`src/rtl/seven_seg_scan_pkg.sv`:
```
// Shared types and the active-low hex segment table for the seven_seg_scan display driver.
package sevseg_pkg;

    typedef enum logic {
        DEAD = 1'b0,
        ON   = 1'b1
    } scan_state_e;

    localparam logic [6:0] SEG_BLANK = 7'h7F;

    // Bit order {g,f,e,d,c,b,a}, a low bit lights the segment.
    localparam logic [6:0] SEG_HEX [16] = '{
        7'b1000000, 7'b1111001, 7'b0100100, 7'b0110000,
        7'b0011001, 7'b0010010, 7'b0000010, 7'b1111000,
        7'b0000000, 7'b0010000, 7'b0001000, 7'b0000011,
        7'b1000110, 7'b0100001, 7'b0000110, 7'b0001110
    };

endpackage

```
`src/rtl/seven_seg_scan_if.sv`:
```
// Value-load and display-pin bundle between the digit-value logic and seven_seg_scan.
interface seven_seg_scan_if #(
    parameter int NUM_DIGITS = 2
);
    localparam int IDX_W = $clog2(NUM_DIGITS);

    logic                    load;
    logic [4*NUM_DIGITS-1:0] digits_in;
    logic [6:0]              seg;
    logic [NUM_DIGITS-1:0]   an;
    logic [IDX_W-1:0]        digit_idx;
    logic                    frame_done;

    modport master (
        output load, digits_in,
        input  seg, an, digit_idx, frame_done
    );

    modport slave (
        input  load, digits_in,
        output seg, an, digit_idx, frame_done
    );

endinterface

```
`src/rtl/seven_seg_scan_hex_decode.sv`:
```
// Combinational 4-bit to active-low 7-segment decoder.
module seg_hex_decode
    import sevseg_pkg::*;
(
    input  logic [3:0] nibble_i,
    output logic [6:0] seg_o
);

    assign seg_o = SEG_HEX[nibble_i];

endmodule

```
`src/rtl/seven_seg_scan.sv`:
```
// Time-multiplexed common-anode seven-segment driver with frame-atomic value updates.
// Optional SEVSEG_LEADING_ZERO_BLANK_EN suppresses digits above the most-significant nonzero one.
//
// state | meaning
// DEAD  | blanking dead-time at the start of a slot, all anodes off
// ON    | current digit enabled and its segments driven
module seven_seg_scan
    import sevseg_pkg::*;
#(
    parameter int NUM_DIGITS  = 2,
    parameter int SLOT_CYCLES = 64,
    parameter int DEAD_CYCLES = 4
) (
    input  logic           clk,
    input  logic           reset,
    seven_seg_scan_if.slave scan
);

    localparam int IDX_W  = $clog2(NUM_DIGITS);
    localparam int CNT_W  = $clog2(SLOT_CYCLES);
    localparam int DATA_W = 4 * NUM_DIGITS;

    localparam logic [CNT_W-1:0] CNT_LAST      = CNT_W'(SLOT_CYCLES - 1);
    localparam logic [CNT_W-1:0] CNT_DEAD_LAST = CNT_W'(DEAD_CYCLES - 1);
    localparam logic [IDX_W-1:0] IDX_LAST      = IDX_W'(NUM_DIGITS - 1);

    scan_state_e            state_q, state_d;
    logic [CNT_W-1:0]       cnt_q, cnt_d;
    logic [IDX_W-1:0]       idx_q, idx_d;
    logic [DATA_W-1:0]      pending_q, pending_d;
    logic [DATA_W-1:0]      display_q, display_d;
    logic [6:0]             seg_q, seg_d;
    logic [NUM_DIGITS-1:0]  an_q, an_d;
    logic                   frame_done_q, frame_done_d;
    logic [3:0]             nibble;
    logic [6:0]             nibble_seg;
    logic                   digit_blank;

    always_comb begin
        state_d      = state_q;
        cnt_d        = cnt_q + 1'b1;
        idx_d        = idx_q;
        pending_d    = scan.load ? scan.digits_in : pending_q;
        display_d    = display_q;
        case (state_q)
            DEAD: begin
                if (cnt_q == CNT_DEAD_LAST) state_d = ON;
            end
            ON: begin
                if (cnt_q == CNT_LAST) begin
                    state_d = DEAD;
                    cnt_d   = '0;
                    if (idx_q == IDX_LAST) begin
                        // Frame boundary: a load landing here is already folded into pending_d.
                        idx_d     = '0;
                        display_d = pending_d;
                    end else begin
                        idx_d = idx_q + 1'b1;
                    end
                end
            end
            default: state_d = DEAD;
        endcase
        frame_done_d = (cnt_d == CNT_LAST) && (idx_d == IDX_LAST);
    end

    // Outputs are built from next-state values so the registered pins line up with state_q.
    always_comb begin
        nibble = '0;
        for (int k = 0; k < NUM_DIGITS; k++) begin
            if (idx_d == IDX_W'(k)) nibble = display_d[4*k +: 4];
        end
    end

    seg_hex_decode u_hex_decode (
        .nibble_i (nibble),
        .seg_o    (nibble_seg)
    );

`ifdef SEVSEG_LEADING_ZERO_BLANK_EN
    always_comb begin
        digit_blank = 1'b0;
        for (int k = 1; k < NUM_DIGITS; k++) begin
            if (idx_d == IDX_W'(k)) digit_blank = ((display_d >> (4*k)) == '0);
        end
    end
`else
    assign digit_blank = 1'b0;
`endif

    always_comb begin
        seg_d = SEG_BLANK;
        an_d  = '1;
        if ((state_d == ON) && !digit_blank) begin
            seg_d = nibble_seg;
            an_d  = ~(NUM_DIGITS'(1) << idx_d);
        end
    end

    always_ff @(posedge clk) begin
        if (reset) begin
            state_q      <= DEAD;
            cnt_q        <= '0;
            idx_q        <= '0;
            pending_q    <= '0;
            display_q    <= '0;
            seg_q        <= SEG_BLANK;
            an_q         <= '1;
            frame_done_q <= 1'b0;
        end else begin
            state_q      <= state_d;
            cnt_q        <= cnt_d;
            idx_q        <= idx_d;
            pending_q    <= pending_d;
            display_q    <= display_d;
            seg_q        <= seg_d;
            an_q         <= an_d;
            frame_done_q <= frame_done_d;
        end
    end

    assign scan.seg        = seg_q;
    assign scan.an         = an_q;
    assign scan.digit_idx  = idx_q;
    assign scan.frame_done = frame_done_q;

endmodule
```
`src/flat_wrapper.sv`:
```
// flat-port wrapper written by rule: the top's interface ports become plain ports
module seven_seg_scan_flat import sevseg_pkg::*;
#(
    parameter int NUM_DIGITS  = 2,
    parameter int SLOT_CYCLES = 64,
    parameter int DEAD_CYCLES = 4
)
  (clk, reset, scan_load, scan_digits_in, scan_seg, scan_an, scan_digit_idx, scan_frame_done);
  seven_seg_scan_if #(.NUM_DIGITS(NUM_DIGITS)) scan_i ();
  input  logic clk;
  input  logic reset;
  input wire logic [$bits(scan_i.load)-1:0] scan_load;
  input wire logic [$bits(scan_i.digits_in)-1:0] scan_digits_in;
  output wire logic [$bits(scan_i.seg)-1:0] scan_seg;
  output wire logic [$bits(scan_i.an)-1:0] scan_an;
  output wire logic [$bits(scan_i.digit_idx)-1:0] scan_digit_idx;
  output wire logic [$bits(scan_i.frame_done)-1:0] scan_frame_done;
  assign scan_i.load = scan_load;
  assign scan_i.digits_in = scan_digits_in;
  assign scan_seg = scan_i.seg;
  assign scan_an = scan_i.an;
  assign scan_digit_idx = scan_i.digit_idx;
  assign scan_frame_done = scan_i.frame_done;
  seven_seg_scan #(.NUM_DIGITS(NUM_DIGITS), .SLOT_CYCLES(SLOT_CYCLES), .DEAD_CYCLES(DEAD_CYCLES)) u_core (.clk(clk), .reset(reset), .scan(scan_i));
endmodule
```
`config.mk`:
```
export PLATFORM = sky130hd
export DESIGN_NAME = seven_seg_scan_flat
export DESIGN_NICKNAME = d
export VERILOG_FILES = /design/src/rtl/seven_seg_scan_pkg.sv /design/src/rtl/seven_seg_scan_if.sv /design/src/rtl/seven_seg_scan_hex_decode.sv /design/src/rtl/seven_seg_scan.sv /design/src/flat_wrapper.sv
export SDC_FILE = /design/constraint.sdc
export NUM_CORES = 1
export LEC_CHECK = 0
export BUFFER_PORTS_ARGS = -buffer_cell sky130_fd_sc_hd__buf_2
export CORE_UTILIZATION = 25
export CTS_BUF_LIST = sky130_fd_sc_hd__clkbuf_4 sky130_fd_sc_hd__clkbuf_8
export DETAILED_ROUTE_END_ITERATION = 7
export PLACE_DENSITY = 0.38
export SLEW_MARGIN = 20
export SYNTH_ARGS = -nofsm -noshare
export SYNTH_HDL_FRONTEND = slang
export SYNTH_SLANG_ARGS = --single-unit
```
`constraint.sdc`:
```
create_clock -name clk -period 3.3 [get_ports clk]
set_clock_uncertainty 0.2 [all_clocks]
set_input_delay 0.495 -clock clk [delete_from_list [all_inputs] [get_ports clk]]
set_output_delay 0.495 -clock clk [all_outputs]
set_load 0.02 [all_outputs]
```
# Word level (Yosys, flattened, before mapping)
# Memory sizes are Yosys's and may differ from the RTL's. A register that Yosys moved wholly into a read port is not among the register bits.
# Index checks and enable logic that the tools add are counted.
[totals] output_inout_bits=11 input_bits=11 word_cells=33 ff_bits=27 mem_count=1 romBits=112
[memory_table] name="(name not given)" depth=16 word_bits=7 rd=1 rd_clocked_by_memory_dff=1 write_ports=0 line="seven_seg_scan_hex_decode.sv:9" source="assign seg_o = SEG_HEX[nibble_i];"
[classes] muxes=13 n_addsub=2 eq_ne=3 n_bitwise=4 n_reduce_logical=2 shifts=1
[op_table] operator="8-bit 2-to-1 mux" count=4
[op_table] operator="6-bit equality test (second input constant)" count=2
[op_table] operator="6-bit 2-to-1 mux" count=2
[op_table] operator="6-bit by 1-bit adder with 6-bit output (second input constant)" count=1
[op_table] operator="6-bit by 2-bit equality test with 1-bit output (second input constant)" count=1
[op_table] operator="1-bit 2-to-1 mux" count=5
[op_table] operator="4-bit NOT with 5-bit output" count=1
[op_table] operator="4-bit 2-to-1 mux" count=1
[op_table] operator="1-bit NOT" count=2
[op_table] operator="2-bit NOT" count=1
[op_table] operator="1-bit case mux with 2 select lines" count=1
[op_table] operator="2-bit OR reduction" count=1
[op_table] operator="1-bit by 1-bit << shifter with 2-bit output (first input constant)" count=1
[op_table] operator="1-bit adder (second input constant)" count=1
[op_table] operator="1-bit logical AND" count=1

# Depth between registers and ports, before layout
# Gate-level depths: netlist of run 1.
[depth] depth_word=6 depth_mapped=12 mapped_depth_nobuf=11

# Modules after synthesis
# Synthesis of run 1 repeated with hierarchy kept, for this count alone.
[unflattened] hier_cells=177 hier_area_um2=1675.4
[by_module_without_submodules] mod="seven_seg_scan" seq_area_each_um2=680.7 n_inst=1 cells_per_inst=142 area_each_um2=1427.6
[by_module_without_submodules] mod="seg_hex_decode" seq_area_each_um2=0.0 n_inst=1 cells_per_inst=35 area_each_um2=247.7

# Least setup slack after synthesis of run 1
# Ideal clock, no wire load.
[synth_timing] path_type="flip-flop to flip-flop" startpoint="register u_core.cnt_q[0]" endpoint="register u_core.seg_q[3], in the netlist u_core.scan.seg[3]" n_path_buf=1 period_less_slack_ns=2.664 t_arrival_ns=2.311 setup_slack_ns=0.636 setup_time_ns=0.153 required_ns=2.947 path_stages_with_launch=12 cell_sequence="dfxtp_1 -> ha_1 -> nand4_2 -> nor2_1 -> buf_2 -> o21ai_0 -> mux2i_1 -> inv_1 -> ha_1 -> mux2_1 -> nor2_1 -> o21ai_1"
[synth_via] elab_chain_cells=5 word_cells_on_any_way=13 cone_classes="eq/ne (2); mux (8); bitwise (2); reduce/logical (1)"
[synth_rtl] element="from (decl)" line="seven_seg_scan.sv:28" source="logic [CNT_W-1:0] cnt_q, cnt_d;"
[synth_rtl] element="from (signal assigned)" line="seven_seg_scan.sv:112" source="cnt_q <= cnt_d;"
[synth_rtl] element="6-bit equality test or 6-bit by 2-bit equality test with 1-bit output (tied branches)" line="seven_seg_scan.sv:50, seven_seg_scan.sv:47"
[synth_rtl] element="1-bit 2-to-1 mux, or another cell as far along" line="seven_seg_scan.sv:50" source="if (cnt_q == CNT_LAST) begin"
[synth_rtl] element="1-bit case mux with 2 select lines, or another cell as far along" line="seven_seg_scan.sv:45" source="case (state_q)"
[synth_rtl] element="1-bit NOT (no source line) or 4-bit 2-to-1 mux (tied branches)"
[synth_rtl] element="2-bit OR reduction (no source line) or 4-bit NOT with 5-bit output (tied branches)"
[synth_rtl] element="to (decl)" line="seven_seg_scan.sv:32" source="logic [6:0] seg_q, seg_d;"
# Several ways; a longest one is shown, not always the timed one.
# A chain may end at the register's enable or synchronous reset.

# Worst setup path in the final report of run 1
# Ends and elaborated chain as after synthesis.

==> results by stage, run 1 <==
Synthesis:
- Synthesis produced a netlist whose cell count is 162.
- The count of yosys warnings during synthesis is 0.
- The synthesized flop and latch total is 34.
- In this run the mean area of a mapped cell was 9.538 µm².
- The sequential cell area fraction in the yosys report is 0.4405.
- The cell area that synthesis handed to floorplanning was 1545 µm².
- The synthesized net count is 180.
- The post-synthesis cell type count is 37.

Floorplan:
- The area of the placeable core is 5956 µm².
- The die is 80.62 µm wide.
- The die is 80.62 µm tall.
- The initial core utilization is 0.2595.
- The initialized floorplan defines 28 standard-cell rows.
- During I/O placement, the number of pins put on the boundary was 22.
- The floorplan step defined a die boundary enclosing 6500 µm².

Clock tree:
- TritonCTS built the clock tree.
- The clock latency of the later-clocked register in the worst-skew pair is 290 ps.
- The clock tree synthesis step divided the H-tree into 2 levels.
- CTS saw 34 sinks.
- Post-CTS repair changed the size of 0 cells.
- The count of hold-fix buffers inserted at cts is 0.
- The maximum count of clock buffers along a single path is 2.
- The clock tree root driver cell is sky130_fd_sc_hd__clkbuf_8.
- The buffers inserted during post-CTS setup optimization is 0.
- The clock slew at the register clock pins of the worst setup and hold paths is 70 ps.
- Clock tree synthesis inserted a total of 5 buffers.

Power and ir drop:
- The power per standard cell area is 457.4 nW/µm².
- The analysis attributes to cell leakage a power of 0.7110 nW.
- IR analysis of the VDD net gives a maximum drop of 0.1611 mV.
- Total power for the finished layout comes to 0.8419 mW.

Timing:
- The hold violation total from the final report is 0.
- The upper clock frequency limit is 0.3458 GHz.
- The final worst-path cycle share is 0.8762.
- The final critical delay including setup and external delays is 2891 ps.
- Setup violations remaining at the end of the flow were counted as 0.
- The worst hold margin is 277.1 ps.
- At the pin with the least slew margin, the transition time is 611.4 ps.
- The number of slew-limit violations in the final report is 0.
- The setup total negative slack is 0 ps.
- Setup repair after global routing left no endpoint under its margin.
- Measured against its own limit, the worst slew margin works out to 0.5887.

Global routing:
- The initial antenna violation count is 0.
- The maximum number of pins on one net before global-route repair is 25.
- For this run the aggregate overflow at the end of global routing stands at 0.
- For this run, the total global-route usage over all layers was measured as 0.1138.
- The via count of the first global-routing pass is 1142.
- The global-route wire length before repair is 5464 µm.

Route:
- The total iterations of the first detailed-routing run is 4.
- The first-iteration detailed-routing DRC count is 34.
- The wire length after detailed routing is 3136 µm.
- The post-detailed-route DRC marker count is 0.
- The overall via count from detail_route is 1194.
- In this run the remaining antenna-violating nets after routing total 0.
- The average via count per standard cell is 4.557.
- In the final routed layout, each cell accounts on average for 11.97 µm.

Critical path:
- The worst setup path is launched from a flop.
- The kind of capture point of the worst setup path is a flop.
- At the worst endpoint, the required time is 3250 ps.
- The largest driver fanout on the critical path is 6.
- Data on the critical path arrives at its endpoint at 2850 ps.
- The standard cell with the maximum stage delay on the critical path is sky130_fd_sc_hd__mux2i_1.
- The critical path's largest stage delay is 390 ps.
- Walking the worst path, the cells encountered are ha_1, nand4_2, nor2_1, o21ai_0, mux2i_1, inv_1, ha_1, mux2_1, nor2_1, o21ai_1.
- The category of the critical setup timing path is reg2reg.

Final layout:
- The post-route core utilization is 0.3090.
- Relative to the synthesized area, the layout overhead comes to 19.11%.
- The storage element area is 680.7 µm².
- The final net count is 204.
- The share of cells above drive strength 1 is 0.2246.
- The number of inserted filler cells in the final layout is 641.
- The repair_antennas step left the layout with diodes totalling 0.
- The multi-input logic area is 798.3 µm².

Placed design:
- Routability-driven placement finished with a final weighted congestion of 0.8091.
- After legalization and detailed placement, the total HPWL measured 2282 µm.
- The number of buffers added on ports is 21.

Run status:
- The flow ran to the end, and the final reports show no timing, DRC or antenna violations.

Job:
- The tool flagged a number of max-cap violations equal to 0.

Min path:
- The worst hold path belongs to the class in2reg.
## worst paths after layout
kind | startpoint | endpoint | slack, ps | cells after the start
setup / recovery | u_core.cnt_q[0] | u_core.scan.seg[3] | 410 | 10
hold / removal | scan_digits_in[7] | u_core.pending_q[7] | 280 | 3
setup reg to reg | u_core.cnt_q[0] | u_core.scan.seg[3] | 410 | 10
hold reg to reg | u_core.cnt_q[0] | u_core.cnt_q[0] | 290 | 1
## final cells by class
cell class	instances	area share
clock buffers	8	0.05982
repair buffers	25	0.07342
flip-flops and latches	34	0.3698
multi-input cells	114	0.4337
well taps	75	0.05099
inverters	6	0.01224
## flip-flops by register name, summed over array words and instances, names as in the netlist
signal and cells:
u_core.scan.digit_idx 1, u_core.scan.seg 7, u_core.cnt_q 6, u_core.scan.frame_done 1, u_core.pending_q 8, u_core.state_q 1
u_core.scan.an 2, u_core.display_q 8
## cell usage after synthesis
| master | number | share of area |
|---|---|---|
| sky130_fd_sc_hd__a211o_1 | 1 | 0.0057 |
| sky130_fd_sc_hd__a211oi_1 | 4 | 0.019 |
| sky130_fd_sc_hd__a21oi_1 | 6 | 0.019 |
| sky130_fd_sc_hd__a21oi_2 | 1 | 0.0057 |
| sky130_fd_sc_hd__and2_2 | 1 | 0.0049 |
| sky130_fd_sc_hd__and4_1 | 1 | 0.0057 |
| sky130_fd_sc_hd__and4_2 | 1 | 0.0065 |
| sky130_fd_sc_hd__and4_4 | 1 | 0.0073 |
| sky130_fd_sc_hd__buf_2 | 3 | 0.0097 |
| sky130_fd_sc_hd__buf_6 | 2 | 0.015 |
| sky130_fd_sc_hd__clkbuf_1 | 3 | 0.0073 |
| sky130_fd_sc_hd__dfxtp_1 | 34 | 0.44 |
| sky130_fd_sc_hd__ha_1 | 7 | 0.057 |
| sky130_fd_sc_hd__inv_1 | 6 | 0.015 |
| sky130_fd_sc_hd__mux2_1 | 1 | 0.0073 |
| sky130_fd_sc_hd__mux2_2 | 1 | 0.0073 |
| sky130_fd_sc_hd__mux2i_1 | 13 | 0.084 |
| sky130_fd_sc_hd__nand2_1 | 10 | 0.024 |
| sky130_fd_sc_hd__nand2b_1 | 3 | 0.012 |
| sky130_fd_sc_hd__nand3_1 | 7 | 0.023 |
| sky130_fd_sc_hd__nand4_2 | 1 | 0.0081 |
| sky130_fd_sc_hd__nand4b_1 | 1 | 0.0057 |
| sky130_fd_sc_hd__nor2_1 | 22 | 0.053 |
| sky130_fd_sc_hd__nor2_2 | 1 | 0.0041 |
| sky130_fd_sc_hd__nor3_1 | 5 | 0.016 |
| sky130_fd_sc_hd__nor3b_1 | 1 | 0.0049 |
| sky130_fd_sc_hd__nor4_1 | 3 | 0.012 |
| sky130_fd_sc_hd__nor4_4 | 1 | 0.014 |
| sky130_fd_sc_hd__nor4b_1 | 1 | 0.0057 |
| sky130_fd_sc_hd__o211a_1 | 2 | 0.013 |
| sky130_fd_sc_hd__o21ai_0 | 4 | 0.013 |
| sky130_fd_sc_hd__o21ai_1 | 1 | 0.0032 |
| sky130_fd_sc_hd__o221ai_1 | 5 | 0.028 |
| sky130_fd_sc_hd__or2_1 | 1 | 0.0041 |
| sky130_fd_sc_hd__or4_1 | 1 | 0.0049 |
| sky130_fd_sc_hd__xnor2_1 | 4 | 0.023 |
| sky130_fd_sc_hd__xor2_1 | 2 | 0.011 |
## critical path: cells and delay by family (launching register included)
family	cells	cell delay [ps]
DFF	1	370
adders and majority gates	2	510
muxes	2	680
buffers and inverters	1	180
AOI/OAI and AO/OA	2	190
and+or+nand+nor	3	630
## through the flow
step | worst slack, ps | std cells | cell area (µm²)
after global placement | 471.7 | 254 | 1725
after CTS | 360.4 | 262 | 1836
after floorplan | 635.6 | 162 | 1545
final | 408.5 | 262 | 1841
after detailed placement | 351.9 | 254 | 1725
after global routing | 80.26 | 262 | 1841
## layer usage
metal  share of wire  wire length (µm)  global-route usage
met4           0.020                63             0.05893
met5               0                 0                   0
met1            0.49              1544              0.1389
met2            0.44              1372              0.1746
met3           0.050               156             0.03977
## logic make-up (layout without fill, tap and decap cells)
group,after synthesis,after routing,share of synthesized area
AOI/OAI and AO/OA,24,24,0.1077
xor gates and xnor gates,6,6,0.03401
adders and majority gates,7,7,0.05668
buffers and inverters,14,39,0.04615
DFF,34,34,0.4405
muxes,15,15,0.09878
and+or+nand+nor,62,62,0.2162
## power breakdown
group,switching [mW],internal [mW]
Combinational,0.0293,0.0206
Clock,0.151,0.211
Sequential,0.00583,0.425
## placed cells by master, fill, tap and decap left out
master,n
sky130_fd_sc_hd__mux2_2,1
sky130_fd_sc_hd__o211a_1,2
sky130_fd_sc_hd__xnor2_1,4
sky130_fd_sc_hd__a211o_1,1
sky130_fd_sc_hd__xor2_1,2
sky130_fd_sc_hd__and4_1,1
sky130_fd_sc_hd__or4_1,1
sky130_fd_sc_hd__a21oi_1,6
sky130_fd_sc_hd__mux2_1,1
sky130_fd_sc_hd__ha_1,7
sky130_fd_sc_hd__nor4_1,3
sky130_fd_sc_hd__nand4_2,1
sky130_fd_sc_hd__a21oi_2,1
sky130_fd_sc_hd__dfxtp_1,34
sky130_fd_sc_hd__nor2_2,1
sky130_fd_sc_hd__clkbuf_8,8
sky130_fd_sc_hd__o21ai_0,4
sky130_fd_sc_hd__nor3_2,1
sky130_fd_sc_hd__nor3_1,4
sky130_fd_sc_hd__a211oi_1,4
sky130_fd_sc_hd__nand3_1,7
sky130_fd_sc_hd__and4_2,1
sky130_fd_sc_hd__nor4b_1,1
sky130_fd_sc_hd__nor4_4,1
sky130_fd_sc_hd__nor2_1,22
sky130_fd_sc_hd__nand2_1,10
sky130_fd_sc_hd__or2_1,1
sky130_fd_sc_hd__and4_4,1
sky130_fd_sc_hd__mux2i_1,13
sky130_fd_sc_hd__o21ai_1,1
sky130_fd_sc_hd__nand2b_1,3
sky130_fd_sc_hd__nand4b_1,1
sky130_fd_sc_hd__o221ai_1,5
sky130_fd_sc_hd__and2_2,1
sky130_fd_sc_hd__buf_2,21
sky130_fd_sc_hd__inv_1,6
sky130_fd_sc_hd__buf_4,4
sky130_fd_sc_hd__nor3b_1,1
Note: power is estimated with default switching activity, not from simulation.
==> run 2: changes to the inputs <==
--- a/config.mk
+++ b/config.mk
@@ -6,6 +6,7 @@
 export NUM_CORES = 1
 export LEC_CHECK = 0
 export BUFFER_PORTS_ARGS = -buffer_cell sky130_fd_sc_hd__buf_2
+export CORE_ASPECT_RATIO = 1.75
 export CORE_UTILIZATION = 25
 export CTS_BUF_LIST = sky130_fd_sc_hd__clkbuf_4 sky130_fd_sc_hd__clkbuf_8
 export DETAILED_ROUTE_END_ITERATION = 7
==> constraint.sdc (replaced) <==
create_clock -name clk -period 3.7 [get_ports clk]
set_clock_uncertainty 0.2 [all_clocks]
set_input_delay 0.555 -clock clk [delete_from_list [all_inputs] [get_ports clk]]
set_output_delay 0.555 -clock clk [all_outputs]
set_load 0.02 [all_outputs]
==> results by stage, run 2 (synthesized netlist as in run 1, its figures left out) <==
Run status:
- The flow ran to the end, and the final reports show no timing, DRC or antenna violations.

Critical path:
- Data arrives at the worst endpoint at 3060 ps.
- The category of the critical setup timing path is reg2reg.
- STA puts the critical path data required time at 3640 ps.
- The startpoint kind of the worst setup timing path is a flop.
- The kind of capture point of the worst setup path is a flop.
- Of all nets on the critical path, the largest fanout is 7.

Route:
- After detailed routing, the number of remaining DRC violations is 0.
- For this block, the via count after detailed routing is 1203.
- Once detail routing completed, the nets flagged for antenna violations numbered 0.
- The wire length per cell is 12.72 µm.
- The total iterations of the first detailed-routing run is 4.
- The first-iteration detailed-routing DRC count is 19.
- The wire length after detailed routing is 3358 µm.
- In the routed layout, each cell is associated on average with a via count of 4.557.

Global routing:
- The aggregate global routing overflow is 0.
- For this run, the total global-route usage over all layers was measured as 0.1162.
- The initial antenna violation count came to 0.
- The via count of the first global-routing pass is 1166.
- The first global-routing pass estimated 5623 µm of wire.
- Entering global routing, the biggest net connects 25 pins.

Timing:
- The final setup slack of the worst path is 572.2 ps.
- The hold violation total from the final report came to 0.
- The number of slew-limit violations in the final report is 0.
- The final worst-path cycle share is 0.8453.
- Setup repair after global routing left no endpoint under its margin.
- Summed over all failing endpoints, the final setup total negative slack is 0 ps.
- Static timing analysis puts the maximum clock frequency at 0.3197 GHz.
- Counting I/O delays and the setup requirement, the final critical path takes 3128 ps.
- For the pin with the worst max-slew slack, the measured transition is 653.0 ps.
- The setup violation total in the final timing report is 0.
- The worst max-slew margin expressed relative to the limit is 0.5606.

Placed design:
- The pre-CTS worst setup slack is 613.9 ps.
- The placed wire-length estimate is 2560 µm.
- The congestion estimate from routability-driven global placement came to 0.8313.
- During placement, the flow inserted port buffers numbering 21.

Final layout:
- The antenna cell count is 0.
- The share of cells above drive strength 1 is 0.2151.
- The library cells used most frequently in the layout, excluding fill and tap cells, are 34 x sky130_fd_sc_hd__dfxtp_1, 22 x sky130_fd_sc_hd__nor2_1, 21 x sky130_fd_sc_hd__buf_2, 13 x sky130_fd_sc_hd__mux2i_1, 10 x sky130_fd_sc_hd__nand2_1.
- The number of inserted filler cells in the final layout is 670.
- The most common cell after layout, fill and taps aside is sky130_fd_sc_hd__dfxtp_1.
- The area growth from synthesis to layout is 18.54%.
- The final net count is 203.

Power and ir drop:
- Of the total power, registers draw 0.513.
- For this design the ratio of total power to cell area is 409.1 nW/µm².
- For this design the static power due to leakage is 0.7039 nW.
- The switching power as a share of total power is 0.2194.
- The internal cell power is 0.5850 mW.
- The relative contribution of the clock network to total power is 0.429.
- VDD sags by at most 0.1906 mV.
- The switching power is 0.1644 mW.
- Power comes to 0.7494 mW.
- Of the total power, combinational logic draws 0.059.

Min path:
- The min-delay analysis places its worst path in the category reg2reg.

Clock tree:
- The buffers inserted during post-CTS setup optimization is 0.
- The number of clock buffers added by TritonCTS is 5.
- Buffers inserted to repair hold after CTS numbered 0.
- The number of resized instances in the post-cts repair step is 0.
- The clock latency of the later-clocked register in the worst-skew pair is 280 ps.
- CTS placed an instance of sky130_fd_sc_hd__clkbuf_8 at the clock tree root.
- The clock slew at the register clock pins of the worst setup and hold paths is 70 ps.
- The number of H-tree levels is 2.
- The maximum count of clock buffers along a single path is 2.
- The clock sink count is 34.
- TritonCTS built the clock tree.

Floorplan:
- The die covers 6512 µm².
- The count of pins on the block boundary is 22.
- Measured along the y axis, the die boundary spans 106.0 µm.
- For this configuration, the core starts out at a cell density of 0.2608.
- The area of the placeable core is 5926 µm².
- In this run the core area contains 37 standard-cell rows.
- From left edge to right edge, the die measures 61.43 µm.

Job:
- The max-capacitance violation count is 0.
run 2: cell type report:
| type | count | area, µm² | area share |
|---|---|---|---|
| tap | 78 | 97.59 | 0.05328 |
| inverter | 6 | 22.52 | 0.01230 |
| clock buffer | 8 | 110.1 | 0.06011 |
| multi-input combinational | 114 | 793.3 | 0.4331 |
| sequential | 34 | 680.7 | 0.3716 |
| timing repair buffer | 24 | 127.6 | 0.06967 |
run 2: stage by stage:
stage / area (µm²) / std cells / utilization / hold WS [ps]
2_1_floorplan: 1545 / 162 / - / 247.3
3_3_place_gp: 1722 / 256 / 0.2905 / 255.7
3_5_place_dp: 1722 / 256 / 0.2905 / 270.8
4_1_cts: 1832 / 264 / 0.3091 / 280.8
5_1_grt: 1832 / 264 / 0.3091 / 316.8
6_report: 1832 / 264 / 0.3091 / 283.1
run 2: critical path: stages (launching register included):
cell,delay [ps]
sky130_fd_sc_hd__dfxtp_1,370
sky130_fd_sc_hd__ha_1,290
sky130_fd_sc_hd__nand4_2,250
sky130_fd_sc_hd__nor2_1,440
sky130_fd_sc_hd__buf_4,250
sky130_fd_sc_hd__mux2i_1,180
sky130_fd_sc_hd__mux2_2,210
sky130_fd_sc_hd__inv_1,110
sky130_fd_sc_hd__ha_1,210
sky130_fd_sc_hd__inv_1,100
sky130_fd_sc_hd__nor2_2,60
sky130_fd_sc_hd__a21oi_1,160
sky130_fd_sc_hd__o221ai_1,150
run 2: final timing paths:
path                            depth (start not counted)  slack (ps)            endpoint            start
worst max-delay path                                   12         570  u_core.scan.seg[5]  u_core.cnt_q[0]
worst min-delay path                                    1         280     u_core.cnt_q[0]  u_core.cnt_q[0]
worst max register to register                         12         570  u_core.scan.seg[5]  u_core.cnt_q[0]
worst min register to register                          1         280     u_core.cnt_q[0]  u_core.cnt_q[0]
run 2: power groups by stage:
stage	clock network, mW	logic (mW)	registers (mW)
after floorplan	0	0.0233	0.397
after global placement	0	0.0441	0.392
after detailed placement	0	0.0449	0.393
after CTS	0.334	0.0450	0.384
after global routing	0.343	0.0501	0.386
final	0.321	0.0440	0.384
run 2: metal layers:
layer  up-vias  track usage  wire, µm
li1        612            -         -
met1       565       0.1190      1364
met2        20       0.2120      1828
met3         6      0.02920       100
met4         0      0.04762        65
met5         -            0         0
==> run 3: changes to the inputs <==
--- a/config.mk
+++ b/config.mk
@@ -5,12 +5,13 @@
 export SDC_FILE = /design/constraint.sdc
 export NUM_CORES = 1
 export LEC_CHECK = 0
+export ABC_AREA = 1
 export BUFFER_PORTS_ARGS = -buffer_cell sky130_fd_sc_hd__buf_2
 export CORE_ASPECT_RATIO = 1.75
 export CORE_UTILIZATION = 25
 export CTS_BUF_LIST = sky130_fd_sc_hd__clkbuf_4 sky130_fd_sc_hd__clkbuf_8
 export DETAILED_ROUTE_END_ITERATION = 7
-export PLACE_DENSITY = 0.38
+export PLACE_DENSITY = 0.39
 export SLEW_MARGIN = 20
 export SYNTH_ARGS = -nofsm -noshare
 export SYNTH_HDL_FRONTEND = slang
==> constraint.sdc (replaced) <==
create_clock -name clk -period 2.75 [get_ports clk]
set_clock_uncertainty 0.2 [all_clocks]
set_input_delay 0.4125 -clock clk [delete_from_list [all_inputs] [get_ports clk]]
set_output_delay 0.4125 -clock clk [all_outputs]
set_load 0.02 [all_outputs]
==> results by stage, run 3 <==
Synthesis:
- The count of yosys warnings during synthesis is 0.
- Of the total synthesized cell area, the portion taken by XOR and XNOR cells is 0.01050.
- Of the post-synthesis cell area, the part taken by muxes is 0.01200.
- The fraction of the mapped netlist area in compound gates came to 0.04351.
- The async set-or-reset flop fraction in the synthesized netlist is 0.
- Counting flops with a built-in enable in the synthesized netlist gives 0.
- By area the synthesized netlist is led by sky130_fd_sc_hd__dfxtp_1 41%, sky130_fd_sc_hd__nand2_1 15%, sky130_fd_sc_hd__inv_1 7.4%.
- The most common cell in the synthesized netlist is sky130_fd_sc_hd__nand2_1.
- The number of nets handed over by synthesis was 247.
- The commonest cells after synthesis are 66 x sky130_fd_sc_hd__nand2_1, 34 x sky130_fd_sc_hd__dfxtp_1, 33 x sky130_fd_sc_hd__inv_1.
- The synthesized cell area is 1668 µm².
- The gate count after technology mapping is 229.
- The fraction of synthesized cell area taken by the top area cell type is 0.4081.
- The number of different library cells used by synthesis comes to 27.
- Synthesis inferred 34 register bits.
- sky130_fd_sc_hd__dfxtp_1 takes more of the synthesized area than any other cell.
- The combinational family with the most area after synthesis is simple AND/OR/NAND/NOR gates.
- In the synthesized netlist the dominant register cell turns out to be sky130_fd_sc_hd__dfxtp_1.
- The share of the Yosys chip area taken by registers is 0.4081.
- The average cell area after synthesis is 7.283 µm².
- The basic-gate share of the synthesized area counting and, or, nand and nor cells is 0.3826.
- Of the total synthesized cell area, the portion taken by full adders, half adders and majority gates is 0.05251.

Route:
- For this run, design rule violations remaining after detail routing come to 0.
- Summing over every cut layer, the via total after detailed routing is 1424.
- Before antenna repair, the detailed router went through 4 iterations.
- Once detail routing completed, the nets flagged for antenna violations numbered 0.
- Wires add up to 3801 µm.
- In this run, the number of DRC markers left after iteration 0 of detailed routing was 20.
- The average via count per standard cell is 4.164.
- Dividing the detail-routed wire length by the instance count gives 11.11 µm.

Global routing:
- In the global route stage, overall resource usage came out at 0.1264.
- The initial antenna violation count came to 0.
- The via count of the first global-routing pass was 1462.
- The first global-routing pass estimated 6651 µm of wire.
- Summed over all layers, the global routing overflow is 0.
- The maximum number of pins on one net before global-route repair is 20.

Critical path:
- The beginning of the worst register-to-register path is u_core.cnt_q[1].
- The required time at the endpoint of the critical path is 2780 ps.
- In this run the critical register-to-register path is captured at u_core.scan.seg[3].
- In this run the worst path has a maximum fanout of 8.
- The worst setup path is launched from a flop.
- The data arrival time of the critical path is 2490 ps.
- The most critical setup path has its startpoint at u_core.cnt_q[1].
- Counting cells, the worst reg-to-reg path comes to 16.
- The critical path in this run is classified as reg2reg.
- The flop-to-flop setup slack is 290 ps.
- The kind of capture point of the worst setup path is a flop.

Floorplan:
- 22 I/O pins were placed.
- The standard-cell row count is 39.
- The overall die area is 7015 µm².
- The die width is 63.75 µm.
- The vertical die dimension is 110.1 µm.
- The area of the placeable core is 6490 µm².
- The initial core utilization is 0.2570.

Power and ir drop:
- The share of total power dissipated in combinational logic is 0.065.
- VDD sags by at most 0.3014 mV.
- For this design the ratio of total power to cell area is 507.6 nW/µm².
- Internal power comes to 0.7879 mW.
- The portion of total power attributed to sequential cells is 0.506.
- Of the total power, the share spent switching nets is 0.2294.
- The static leakage power is 0.9667 nW.
- The switching power is 0.2346 mW.
- The relative contribution of the clock network to total power is 0.429.

Final layout:
- The top cell types in the final layout, fill and taps aside, are 65 x sky130_fd_sc_hd__nand2_1, 33 x sky130_fd_sc_hd__inv_1, 33 x sky130_fd_sc_hd__dfxtp_1, 24 x sky130_fd_sc_hd__nand3_1, 23 x sky130_fd_sc_hd__nor2_1.
- The repair_antennas step left the layout with diodes totalling 0.
- The multi-input logic area is 840.8 µm².
- The share of cells above drive strength 1 is 0.2038.
- Measured on the finished design, the core utilization comes to 0.3104.
- The number of inserted filler cells in the final layout is 731.
- The storage element area is 681.9 µm².
- The library cell used most frequently in the layout, excluding fill and tap cells, is sky130_fd_sc_hd__nand2_1.
- The area growth from synthesis to layout is 20.78%.
- The final layout contains 277 nets.

Clock tree:
- The number of buffers created by CTS is 5.
- The H-tree was split into 2 levels.
- The tree built by TritonCTS fans out to 34 sinks.
- The clock tree root driver cell is sky130_fd_sc_hd__clkbuf_8.
- The maximum count of clock buffers along a single path is 2.
- TritonCTS built the clock tree.
- The number of hold buffers added after CTS was 0.
- The clock slew at the register clock pins of the worst setup and hold paths is 80 ps.
- The clock latency of the later-clocked register in the worst-skew pair is 280 ps.

Job:
- Across the run, the number of max-cap violations was 0.

Timing:
- The transition time at the pin with the least slew margin is 376.6 ps.
- The number of slew-limit violations in the final report is 0.
- In this run the tightest slew margin relative to its limit is 0.7489.
- Setup violations remaining at the end of the flow were counted as 0.
- The upper clock frequency limit is 0.4063 GHz.
- Setup repair after global routing left no endpoint under its margin.
- For the final routed database, the setup TNS stands at 0 ps.
- The final worst-path cycle share is 0.8950.
- The hold violation total from the final report is 0.
- After layout, the minimum clock period comes to 2461 ps.

Min path:
- In this run the most critical hold path is launched from scan_digits_in[0].
- The class of the worst hold path is in2reg.
- The instance count along the most critical hold path is 3.
- The worst-case hold path end point is u_core.pending_q[0].

Placed design:
- During placement, the flow inserted port buffers numbering 21.
- At the end of routability-driven placement, the weighted congestion stood at 0.8096.
- The placed wire-length estimate is 3002 µm.

Run status:
- The flow ran to the end, and the final reports show no timing, DRC or antenna violations.
run 3: cells by family (layout without fill, tap and decap cells):
group,after synthesis,after routing
AOI/OAI and AO/OA,13,13
DFF,34,34
and+or+nand+nor,132,132
muxes,2,2
buffers and inverters,39,70
xor gates and xnor gates,2,2
adders and majority gates,7,7
run 3: cell type report:
type,count,area share
inverters,36,0.06770
multi-input cells,156,0.4174
clock buffers,8,0.05466
repair buffers,26,0.07081
well taps,82,0.05093
flip-flops and latches,34,0.3385
run 3: metal layers:
| layer | global-route usage | up-vias | wire, µm |
|---|---|---|---|
| met4 | 0.08279 | 0 | 145 |
| li1 | - | 764 | - |
| met1 | 0.1239 | 629 | 1544 |
| met5 | 0 | - | 0 |
| met2 | 0.2386 | 22 | 2018 |
| met3 | 0.02263 | 9 | 92 |
run 3: how the worst max path moves through the flow:
stage                          to  slack (ps)  depth (start not counted)
2_1_floorplan  u_core.scan.seg[0]         500                         13
3_3_place_gp   u_core.scan.seg[3]         210                         13
3_5_place_dp   u_core.scan.seg[3]         210                         13
4_1_cts        u_core.scan.seg[3]         180                         13
5_1_grt        u_core.scan.seg[3]          50                         16
6_report       u_core.scan.seg[3]         290                         16
run 3: timing repair:
item,CTS,global route
setup endpoints to repair,0,5
buffers inserted,0,4
gates resized for setup,0,3
run 3: critical path: stages, from the launching register on:
cell                      delay [ps]
sky130_fd_sc_hd__dfxtp_1         370
sky130_fd_sc_hd__ha_2            230
sky130_fd_sc_hd__nand2_2          70
sky130_fd_sc_hd__nor2_4          160
sky130_fd_sc_hd__nand3_4         160
sky130_fd_sc_hd__nor2_4          180
sky130_fd_sc_hd__buf_4           140
sky130_fd_sc_hd__nand2_1          70
sky130_fd_sc_hd__nand3_1          90
sky130_fd_sc_hd__nand2_2          80
sky130_fd_sc_hd__inv_2           100
sky130_fd_sc_hd__ha_1            250
sky130_fd_sc_hd__inv_1            60
sky130_fd_sc_hd__nand3_1          70
sky130_fd_sc_hd__nand3_1          70
sky130_fd_sc_hd__nand2_1          50
sky130_fd_sc_hd__nand2_1          50
run 3: through the flow:
| step | power, mW | hold WS, ps | setup slack (ps) | cell area, µm² | std cells |
|---|---|---|---|---|---|
| floorplan | 0.5726 | 236.8 | 495.0 | 1668 | 229 |
| global placement | 0.5955 | 255.3 | 207.8 | 1868 | 330 |
| detailed placement | 0.5964 | 263.5 | 206.8 | 1868 | 330 |
| CTS | 1.046 | 189.5 | 179.3 | 1978 | 338 |
| global route | 1.075 | 208.6 | 48.33 | 2014 | 342 |
| finish | 1.023 | 197.0 | 288.7 | 2014 | 342 |
run 3: power groups by stage:
stage / registers (mW) / clock network (mW) / logic (mW)
floorplan: 0.535 / 0 / 0.0377
global route: 0.519 / 0.478 / 0.0777
CTS: 0.517 / 0.461 / 0.0681
detailed placement: 0.528 / 0 / 0.0680
finish: 0.517 / 0.439 / 0.0664
global placement: 0.528 / 0 / 0.0673
